<file path="src/rtl/life_pkg.sv">
// Shared types and constants for the Game of Life overlay generation scheduler.
package life_pkg;

  localparam int GRID_W      = 96;
  localparam int GRID_H      = 54;
  localparam int CELL_ADDR_W = 13;

  localparam int FVHT_V = 2;
  localparam int FVHT_H = 1;

  typedef enum logic [1:0] {
    IDLE,
    START,
    RUN,
    SWAP
  } sched_state_t;

  // A frame divider of zero behaves like one so the scheduler never stalls.
  function automatic logic [7:0] eff_div8(input logic [7:0] div);
    return (div == 8'd0) ? 8'd1 : div;
  endfunction

endpackage

</file>
<file path="src/rtl/life_mem_arb.sv">
// Cell-memory port arbiter: raster reader always wins, engine only while enabled.
module life_mem_arb #(
  parameter int ADDR_W = life_pkg::CELL_ADDR_W
) (
  input  logic              clk_i,
  input  logic              rst_i,
  input  logic              cen_i,
  input  logic              run_en,
  input  logic              disp_req,
  input  logic [ADDR_W-1:0] disp_addr,
  input  logic              upd_req,
  input  logic [ADDR_W-1:0] upd_addr,
  input  logic              upd_we,
  output logic              upd_gnt,
  output logic [ADDR_W-1:0] mem_addr,
  output logic              mem_we
);

  logic [ADDR_W-1:0] nxt_addr;
  logic              nxt_we;

  assign upd_gnt = run_en && upd_req && !disp_req;

  always_comb begin
    nxt_addr = '0;
    nxt_we   = 1'b0;
    if (disp_req) begin
      nxt_addr = disp_addr;
    end else if (upd_gnt) begin
      nxt_addr = upd_addr;
      nxt_we   = upd_we;
    end
  end

  always_ff @(posedge clk_i or posedge rst_i) begin
    if (rst_i) begin
      mem_addr <= '0;
      mem_we   <= 1'b0;
    end else if (cen_i) begin
      mem_addr <= nxt_addr;
      mem_we   <= nxt_we;
    end
  end

endmodule

</file>
<file path="src/rtl/life_gen_sched.sv">
// Generation scheduler: starts the update engine in vertical blanking and swaps banks on completion.
// Optional watchdog on the RUN state is enabled with LIFE_SCHED_WATCHDOG_EN.
module life_gen_sched #(
  parameter int CELL_ADDR_W = 13,
  parameter int FDIV_W      = 8,
  parameter int GEN_W       = 16,
  parameter int WDOG_CYCLES = 200000
) (
  input  logic                   clk_i,
  input  logic                   rst_i,
  input  logic                   cen_i,
  input  logic [3:0]             fvht_i,
  input  logic                   run_i,
  input  logic                   step_i,
  input  logic [FDIV_W-1:0]      frame_div_i,
  output logic                   upd_start_o,
  output logic                   upd_abort_o,
  input  logic                   upd_done_i,
  input  logic                   disp_req_i,
  input  logic [CELL_ADDR_W-1:0] disp_addr_i,
  input  logic                   upd_req_i,
  input  logic [CELL_ADDR_W-1:0] upd_addr_i,
  input  logic                   upd_we_i,
  output logic                   upd_gnt_o,
  output logic [CELL_ADDR_W-1:0] mem_addr_o,
  output logic                   mem_we_o,
  output logic                   bank_sel_o,
  output logic [GEN_W-1:0]       gen_count_o,
  output logic                   overrun_o,
  output logic                   timeout_o
);

  import life_pkg::*;

  sched_state_t      state;
  logic              v_prev;
  logic              vb_rise;
  logic              vb_fall;
  logic [FDIV_W-1:0] fcnt;
  logic [FDIV_W-1:0] div_eff;
  logic              frame_hit;
  logic              step_pend;
  logic              go_start;
  logic              wdog_fire;
  logic              start_q;
  logic              abort_q;
  logic              overrun_q;
  logic              timeout_q;
  logic              bank_q;
  logic [GEN_W-1:0]  gen_q;
  logic              unused_fvht;

  assign unused_fvht = ^{fvht_i[3], fvht_i[FVHT_H], fvht_i[0]};

  assign vb_rise   = cen_i && fvht_i[FVHT_V] && !v_prev;
  assign vb_fall   = cen_i && !fvht_i[FVHT_V] && v_prev;
  assign div_eff   = (frame_div_i == '0) ? FDIV_W'(1) : frame_div_i;
  assign frame_hit = (fcnt >= (div_eff - FDIV_W'(1)));
  assign go_start  = (state == IDLE) && vb_rise && ((run_i && frame_hit) || step_pend);

  // A step request that coincides with a start is kept so it is never lost.
  always_ff @(posedge clk_i or posedge rst_i) begin
    if (rst_i) begin
      v_prev    <= 1'b1;
      fcnt      <= '0;
      step_pend <= 1'b0;
    end else if (cen_i) begin
      v_prev <= fvht_i[FVHT_V];
      if (vb_rise) begin
        fcnt <= frame_hit ? '0 : fcnt + FDIV_W'(1);
      end
      if (step_i) begin
        step_pend <= 1'b1;
      end else if (go_start) begin
        step_pend <= 1'b0;
      end
    end
  end

`ifdef LIFE_SCHED_WATCHDOG_EN
  localparam int WDOG_W = $clog2(WDOG_CYCLES + 1);

  logic [WDOG_W-1:0] wdog_cnt;

  always_ff @(posedge clk_i or posedge rst_i) begin
    if (rst_i) begin
      wdog_cnt <= '0;
    end else if (cen_i) begin
      if (state == START) begin
        wdog_cnt <= '0;
      end else if (state == RUN) begin
        wdog_cnt <= wdog_cnt + WDOG_W'(1);
      end
    end
  end

  assign wdog_fire = (state == RUN) && (wdog_cnt == WDOG_W'(WDOG_CYCLES - 1));
`else
  logic unused_wdog;

  assign wdog_fire   = 1'b0;
  assign unused_wdog = (WDOG_CYCLES != 0);
`endif

  // Completion beats the end of blanking when both land in the same cycle.
  always_ff @(posedge clk_i or posedge rst_i) begin
    if (rst_i) begin
      state     <= IDLE;
      start_q   <= 1'b0;
      abort_q   <= 1'b0;
      overrun_q <= 1'b0;
      timeout_q <= 1'b0;
      bank_q    <= 1'b0;
      gen_q     <= '0;
    end else if (cen_i) begin
      start_q <= 1'b0;
      abort_q <= 1'b0;
      case (state)
        IDLE: begin
          if (go_start) begin
            state   <= START;
            start_q <= 1'b1;
          end
        end
        START: begin
          state <= RUN;
        end
        RUN: begin
          if (upd_done_i) begin
            state  <= SWAP;
            bank_q <= ~bank_q;
            gen_q  <= gen_q + GEN_W'(1);
          end else if (vb_fall) begin
            state     <= IDLE;
            abort_q   <= 1'b1;
            overrun_q <= 1'b1;
          end else if (wdog_fire) begin
            state     <= IDLE;
            abort_q   <= 1'b1;
            timeout_q <= 1'b1;
          end
        end
        SWAP: begin
          state <= IDLE;
        end
        default: begin
          state <= IDLE;
        end
      endcase
    end
  end

  // Pulses are masked while the enable is low so a held register never repeats.
  assign upd_start_o = start_q && cen_i;
  assign upd_abort_o = abort_q && cen_i;
  assign bank_sel_o  = bank_q;
  assign gen_count_o = gen_q;
  assign overrun_o   = overrun_q;
  assign timeout_o   = timeout_q;

  life_mem_arb #(
    .ADDR_W (CELL_ADDR_W)
  ) u_arb (
    .clk_i     (clk_i),
    .rst_i     (rst_i),
    .cen_i     (cen_i),
    .run_en    (state == RUN),
    .disp_req  (disp_req_i),
    .disp_addr (disp_addr_i),
    .upd_req   (upd_req_i),
    .upd_addr  (upd_addr_i),
    .upd_we    (upd_we_i),
    .upd_gnt   (upd_gnt_o),
    .mem_addr  (mem_addr_o),
    .mem_we    (mem_we_o)
  );

endmodule
</file>
<file path="config.mk">
export PLATFORM = sky130hd
export DESIGN_NAME = life_gen_sched
export DESIGN_NICKNAME = d
export VERILOG_FILES = /design/src/rtl/life_pkg.sv /design/src/rtl/life_mem_arb.sv /design/src/rtl/life_gen_sched.sv
export SDC_FILE = /design/constraint.sdc
export NUM_CORES = 1
export LEC_CHECK = 0
export BUFFER_PORTS_ARGS = -buffer_cell sky130_fd_sc_hd__buf_4
export CORE_ASPECT_RATIO = 2
export CORE_MARGIN = 4
export CORE_UTILIZATION = 45
export DETAILED_ROUTE_END_ITERATION = 10
export PLACE_DENSITY_LB_ADDON = 0.12
export RECOVER_POWER = 50
export SLEW_MARGIN = 20
export SYNTH_ARGS = -nofsm -noshare
export SYNTH_HDL_FRONTEND = slang
export SYNTH_HIERARCHICAL = 1
export SYNTH_SLANG_ARGS = --single-unit
</file>
<file path="constraint.sdc">
create_clock -name clk_i -period 3.5 [get_ports clk_i]
set_input_delay 0.35 -clock clk_i [delete_from_list [all_inputs] [get_ports clk_i]]
set_output_delay 0.35 -clock clk_i [all_outputs]
set_load 0.05 [all_outputs]
</file>
==> impl_results.md, run 1 <==
* Commonest non-fill, non-tap cell in the layout: buf_4
* Resized Gates After CTS at 0
* RSZ-0062 raised after global routing: no
* Pleak at about 1.5 nW
* Synth cell types at 45
* Fillers at around 560
* Port-buffer cells at 78
* Reg power frac at 0.399
* PD cells at ~600 nW/um2
* Drc violations at 0
* Clock power share at 0.199
* RePlAce Congestion at 0.8107
* Clock skew at ~6.2 ps
* EDFF count, synth at 0
* Share of the synthesized area in the top cell type at 0.4363
* Worst VDD drop at 0.4091 mV
* Clock sink total at 46
* Met1 usage at 0.2095
* GR peak layer: met2
* Syn Area/Cell at around 9.6 um2
* Share of cells above drive strength 1 at 0.2406
* Setup crit start kind: primary input
* Clk buf depth at 2
* First-pass GRT wire length at between 10 and 15 mm
* Largest net degree at the start of global routing at 41
* Via Count at roughly 2200
* Max-cap violations at 1
* Mapped cell area at roughly 2600 um2
* Asr flop ratio synth at 1.000
* CTS Buf Count at 5
* Yosys warns at 6
* Max_slew headroom at -0.1602
* Die height at around 120 um
* Outcome: finished with violations
* Total core area at between 5000 and 6000 um2
* M3 GR Usage at 0.03371
* FP Rows at 38
* Initial drt markers at 100
* Worst-Margin Slew at roughly 1700 ps
* Failing checks: capacitance limit, slew limit
* IO Pins at slightly above 80
* Post-synth net total at between 300 and 400
* Internal power at between 1 and 1.5 mW
* Drt first pass iters at 4
* Critical path endpoint category: register
* Commonest non-fill, non-tap cells in the layout: buf_4 (67), nand2_1 (45), dfrtp_1 (45)
* Setup Buffers After CTS at 0
* Hold Path Class: primary input to asynchronous set/reset pin
* Comb pwr share at 0.401
* Biggest area consumer among synthesized cells: dfrtp_1
* Slew Viols, Final at 33
* Fmax at 0.3654 GHz
* Final Hold Viols at 0
* # hold bufs at CTS at 0
* Net switching power at ~0.8 mW
* Met2 Use GR at 0.3415
* Global route overflow at 0
* Syn Inst Count at between 200 and 300
* Root Buffer: clkbuf_8
* Number of global-route vias before repair at 2238
* WP data required at ~3700 ps
* Reg clk slew, reported paths at about 90 ps
* Final core utilization at 0.5846
* Initial antenna violation count at 0
* Setup Viol. Count Final at 0
* Clock latency on the worst-skew pair at 290 ps
* # diodes at 0
* Total GRT Usage at 0.1877
* Die X at ~62 um
* Register area share after synthesis at 0.4464
* Worst Path Arrival at between 2000 and 3000 ps
* Yosys reg bits at 46
* Final worst path period need at around 2700 ps
* Fin nets at 402
* Crit Path Class: primary input to register
* DP HPWL at 4.851 mm
* Final period utilization at 0.7818
* Sw frac at 0.4132
* Post-DR vias/cell at between 5 and 6
* Main synth FF type: dfrtp_1
* Setup TNS at 0 ps
* Initial core utilization at 0.4680
* Final WL at roughly 6.3 mm
* DR WL/cell at roughly 15 um
* Antenna-violating nets left at 0
* H-tree depth at 2
* Worst-path fanout max at 9
* Die ar. at about 7000 um2
* Area grow syn2layout at 24.92%
* CTS tree: yes
* Synth area leaders: dfrtp_1 (44%), nand2_1 (6.5%), xnor2_1 (5.4%), ha_1 (5.3%), nand4b_1 (4.4%)
## registers in the layout (all words and copies together) (netlist names)
| name | count |
|---|---|
| gen_count_o | 16 |
| u_arb/mem_addr | 13 |
| fcnt | 8 |
| state | 2 |
| abort_q | 1 |
| bank_sel_o | 1 |
| overrun_o | 1 |
| start_q | 1 |
| step_pend | 1 |
| u_arb/mem_we | 1 |
| v_prev | 1 |
## worst paths after layout
path	endpoint	cells past startpoint	slack [ps]	from
max in group asynchronous	gen_count_o[1]	3	1820	rst_i
worst min register to register	overrun_o	1	480	overrun_o
worst min-delay path	u_arb/mem_addr[2]	2	110	rst_i
min in group clk_i	step_pend	3	270	step_i
worst max register to register	fcnt[1]	6	1450	fcnt[0]
worst max-delay path	fcnt[1]	13	760	frame_div_i[3]
## per-stage QoR
step / instances / hold slack, ps / instance area [um2] / setup WS, ps / power [mW]
CTS: 405 / 122.2 / 3288 / 762.6 / 1.983
global route: 405 / 149.8 / 3224 / 631.4 / 2.076
floorplan: 270 / 239.2 / 2581 / 794.7 / 1.341
finish: 405 / 108.0 / 3224 / 763.5 / 1.940
detailed placement: 397 / 447.0 / 3179 / 449.6 / 1.596
global placement: 397 / 446.9 / 3179 / 441.0 / 1.577
## power by group through the flow
stage	Clock, mW	Combinational, mW	Sequential [mW]
floorplan	0	0.413	0.928
global placement	0	0.795	0.782
detailed placement	0	0.809	0.787
CTS	0.396	0.810	0.777
global route	0.421	0.861	0.794
finish	0.387	0.778	0.774
## cells in the mapped netlist (2+ instances only)
master and instances:
a21oi_1 3, a31oi_1 13, and2_1 5, and4_1 2
buf_2 8, buf_4 3, dfrtp_1 45, ha_1 11
inv_1 12, nand2_1 45, nand3_1 10, nand4_1 5
nand4b_1 13, nor2_1 21, nor3_1 7, nor4_1 3
o2111ai_1 2, o21a_1 5, o21ai_0 8, o221ai_1 5
xnor2_1 16, xor2_1 5
## worst max-delay path: stages
cell     delay [ps]
buf_4           130
or4_4           540
nor2_1          110
a21oi_1          90
ha_1            220
nand2_1         110
nor3_1           70
xnor2_1         120
ha_1            270
nand2_1          60
a211o_1         360
o21a_1          240
a31o_2          250
## metal layers
layer,vias up,wire [um],part of all wire
met5,-,0,0
li1,1102,-,-
met3,9,427,0.068
met1,1043,2300,0.37
met2,67,3425,0.55
met4,0,116,0.019
## cells by family after synthesis
| logic type | count (synthesis) | share of synthesized area |
|---|---|---|
| adder cells (fa/ha/maj) | 11 | 0.05332 |
| AO/OA/AOI/OAI | 46 | 0.1294 |
| other | 1 | 0.001453 |
| flip-flops | 46 | 0.4464 |
| XOR/XNOR | 21 | 0.07125 |
| buffers and inverters | 25 | 0.04750 |
| AND/OR/NAND/NOR | 120 | 0.2506 |
## final cells by class
class | count | area, um2 | share of cell area
Timing Repair Buffer | 80 | 555.5 | 0.1723
Clock buffer | 5 | 68.82 | 0.02134
Inverter | 12 | 45.04 | 0.01397
Multi-Input combinational cell | 199 | 1287 | 0.3993
Clock inverter | 3 | 40.04 | 0.01242
Sequential cell | 46 | 1152 | 0.3574
Tap cell | 60 | 75.07 | 0.02328
(Power assumes the default switching activity.)
==> run 2: changes to the inputs <==
- clock period: 3.5 -> 2.2 ns (I/O delays scaled with it)
==> run 2 against run 1 <==
The flow finishes with violations (setup timing). Routed wire length grew 7.5%. Final area grew 7.6%. Sequential power up 59%. Die area stayed put. Hold slack improved by 35 ps. Clock skew shrank 2.2 ps. Power up 63%. Worst setup slack worse by 910 ps. Utilization up 4.5 points. Critical path type unchanged. Largest cell class unchanged.
==> impl_results.md, run 2 (synthesis gave the netlist of run 1 again) <==
* Outcome: finished with violations (unchanged)
* Failing checks: setup timing (was capacitance limit, slew limit)
* Reg clk slew, reported paths at 80 ps (was 90 ps)
* DP HPWL at 5.245 mm (was 4.851 mm)
* Layout Cells excl Fill at 427 (was 405)
* Max_slew headroom at 0.4831 (was -0.1602)
* Post-Layout Inst Area at 3471 um2 (was 3224 um2)
* RSZ-0062 raised after global routing: yes (was no)
* Post-DR vias/cell at 5.511 (was 5.484)
* Placed insts at 414 (was 397)
* # diodes at 0 (unchanged)
* Crit path cell chain: buf_6 > or4_4 > nor2_4 > a21oi_2 > ha_2 > nand2_2 > buf_6 > xor2_2 > ha_1 > nand2_1 > a211o_1 > buf_6 > o211ai_1 > nand3_1 (was buf_4 > or4_4 > nor2_1 > a21oi_1 > ha_1 > nand2_1 > nor3_1 > xnor2_1 > ha_1 > nand2_1 > a211o_1 > o21a_1 > a31o_2)
* IO Pins at 83 (unchanged)
* Clk buf depth at 2 (unchanged)
* Met1 usage at 0.1934 (was 0.2095)
* Clock skew at 3.971 ps (was 6.203 ps)
* CTS tree: yes (unchanged)
* Largest net degree at the start of global routing at 41 (unchanged)
* Die ar. at 7085 um2 (unchanged)
* FF-to-FF path depth at 7 (was 6)
* Crit path depth at 14 (was 13)
* Max reg flops at 16 (unchanged)
* Fmax at about 0.43 GHz
* RePlAce Congestion at 0.8854 (was 0.8107)
* Worst Path Arrival at 2530 ps (was 2920 ps)
* Net switching power at 1.338 mW (was 0.8014 mW)
* GR peak layer: met2 (unchanged)
* Final period utilization at 1.067
* Sw frac at 0.4228 (was 0.4132)
* Max-cap violations at 0 (was 1)
* Clock latency on the worst-skew pair at 300 ps (was 290 ps)
* Worst setup path endpoint: fcnt[2] (was fcnt[1])
* Final worst path period need at 2348 ps
* Drc violations at 0 (unchanged)
* Global route overflow at 0 (unchanged)
* Initial antenna violation count at 0 (unchanged)
* Hold Path Class: primary input to register (was primary input to asynchronous set/reset pin)
* Clock sink total at 46 (unchanged)
* Crit Path Class: primary input to register (unchanged)
* CP Launch Point: frame_div_i[3] (unchanged)
* DR WL/cell at 15.79 um (was 15.48 um)
* Clock power share at 0.152 (was 0.199)
* First-pass GRT wire length at 10.85 mm (was 10.27 mm)
* Fin nets at 425 (was 402)
* Final WL at 6.741 mm (was 6.269 mm)
* Critical path endpoint category: register (unchanged)
* CTS Buf Count at 5 (unchanged)
* Total Power at 3.164 mW (was 1.940 mW)
* Worst path bufs/invs at 3 (was 1)
* Worst-path fanout max at 4 (was 9)
* R2R setup slack at 340 ps (was 1450 ps)
* Internal power at 1.826 mW (was 1.138 mW)
* Pleak at 1.590 nW (was 1.467 nW)
* FP Rows at 38 (unchanged)
* H-tree depth at 2 (unchanged)
* Crit path top cell by count: buf_6
* Via Count at 2353 (was 2221)
* Setup crit start kind: primary input (unchanged)
* Drt first pass iters at 4 (unchanged)
* Slew Viols, Final at 0 (was 33)
* Die X at 61.56 um (unchanged)
* Number of global-route vias before repair at 2449 (was 2238)
* Area grow syn2layout at 34.46% (was 24.92%)
* Root Buffer: clkbuf_8 (unchanged)
* Final setup margin at -148.3 ps (was 763.5 ps)
* Reg power frac at 0.390 (was 0.399)
* Die height at 115.1 um (unchanged)
* Initial core utilization at 0.4680 (unchanged)
* Area post-placement at 3317 um2 (was 3179 um2)
* Commonest non-fill, non-tap cell in the layout: buf_4 (unchanged)
* Comb pwr share at 0.458 (was 0.401)
* Total GRT Usage at 0.2041 (was 0.1877)
* Share of cells above drive strength 1 at 0.3297 (was 0.2406)
* Total core area at 5515 um2 (unchanged)
* CP delay by family, top: simple AND/OR/NAND/NOR gates (was compound AO/OA/AOI/OAI gates)
* PD cells at 911.5 nW/um2 (was 601.5 nW/um2)
* Initial drt markers at 51 (was 100)
* Port-buffer cells at 78 (unchanged)
* Worst-Margin Slew at 775.4 ps (was 1740 ps)
* Setup Viol. Count Final at 10 (was 0)
* M3 GR Usage at 0.03933 (was 0.03371)
* Hold WS at 142.7 ps (was 108.0 ps)
* Final Hold Viols at 0 (unchanged)
* Crit path max-delay cell type: or4_4 (unchanged)
* Commonest non-fill, non-tap cells in the layout: buf_4 (86), dfrtp_1 (45), nand2_1 (44) (was buf_4 (67), nand2_1 (45), dfrtp_1 (45))
* Met2 Use GR at 0.3807 (was 0.3415)
* WP data required at 2380 ps (was 3690 ps)
* Antenna-violating nets left at 0 (unchanged)
* CP max stage delay at 550 ps (was 540 ps)
* Critical R2R Launch: fcnt[0] (unchanged)
* Worst r2r dst: fcnt[2] (was fcnt[1])
* Worst VDD drop at 0.6793 mV (was 0.4091 mV)
-- run 2: cell count changes in the layout (fill, tap and decap cells not counted), moves of 2 or more --
cell,change
o221ai_2,+4
buf_4,+19
nor3_1,-2
nor3_2,+2
o221ai_1,-4
buf_6,+6
clkbuf_1,-4
o21ai_0,-3
o21ai_1,+2
-- run 2: cell type report --
cell class | count | area [um2]
Multi-Input combinational cell | 199 | 1354
Clock inverter | 2 | 10.01
Clock buffer | 5 | 68.82
Timing Repair Buffer | 103 | 765.7
Tap cell | 60 | 75.07
Fill cell | 510 | 2044
Inverter | 12 | 45.04
Sequential cell | 46 | 1152
-- run 2: worst register-to-register path: cells and delay by family (launching register included) --
kind | cells | cell delay (ps)
fa+ha+maj | 1 | 290
simple gates | 2 | 250
flops | 1 | 430
compound gates | 2 | 510
buf+inv | 2 | 340
-- run 2: per-layer routing --
metal,vias up,share of wire
met5,-,0
met4,0,0.038
met3,22,0.065
met2,77,0.56
met1,1101,0.34
li1,1153,-
-- run 2: worst min path at each step --
stage | startpoint | to | slack (ps) | cells past startpoint
4_1_cts | step_i | step_pend | 140 | 3
5_1_grt | disp_addr_i[12] | u_arb/mem_addr[12] | 170 | 3
3_3_place_gp | rst_i | u_arb/mem_addr[6] | 320 | 2
2_1_floorplan | rst_i | u_arb/mem_addr[0] | 110 | 1
6_report | step_i | step_pend | 140 | 3
3_5_place_dp | rst_i | u_arb/mem_addr[1] | 320 | 2
-- run 2: metrics by stage --
stage,util,setup WS [ps],TNS [ps]
floorplan,-,-332.0,-1725
global placement,0.6014,-462.0,-3920
detailed placement,0.6014,-513.6,-4583
CTS,0.6323,-170.1,-1309
global route,0.6293,-274.5,-2229
finish,0.6293,-148.3,-1080
-- run 2: power by group through the flow --
stage | Combinational, mW | Clock, mW | Sequential (mW)
floorplan | 0.664 | 0 | 1.48
global placement | 1.36 | 0 | 1.24
detailed placement | 1.39 | 0 | 1.25
finish | 1.45 | 0.480 | 1.23
global route | 1.59 | 0.542 | 1.26
CTS | 1.48 | 0.501 | 1.24
-- run 2: what timing repair did --
action,in CTS,in global routing
endpoints found under the setup margin,10,10
pin swaps,10,15
hold buffers,1,0
cloned,0,0
hold endpoints to repair,14,0
buffers inserted,4,1
resized for setup,12,5
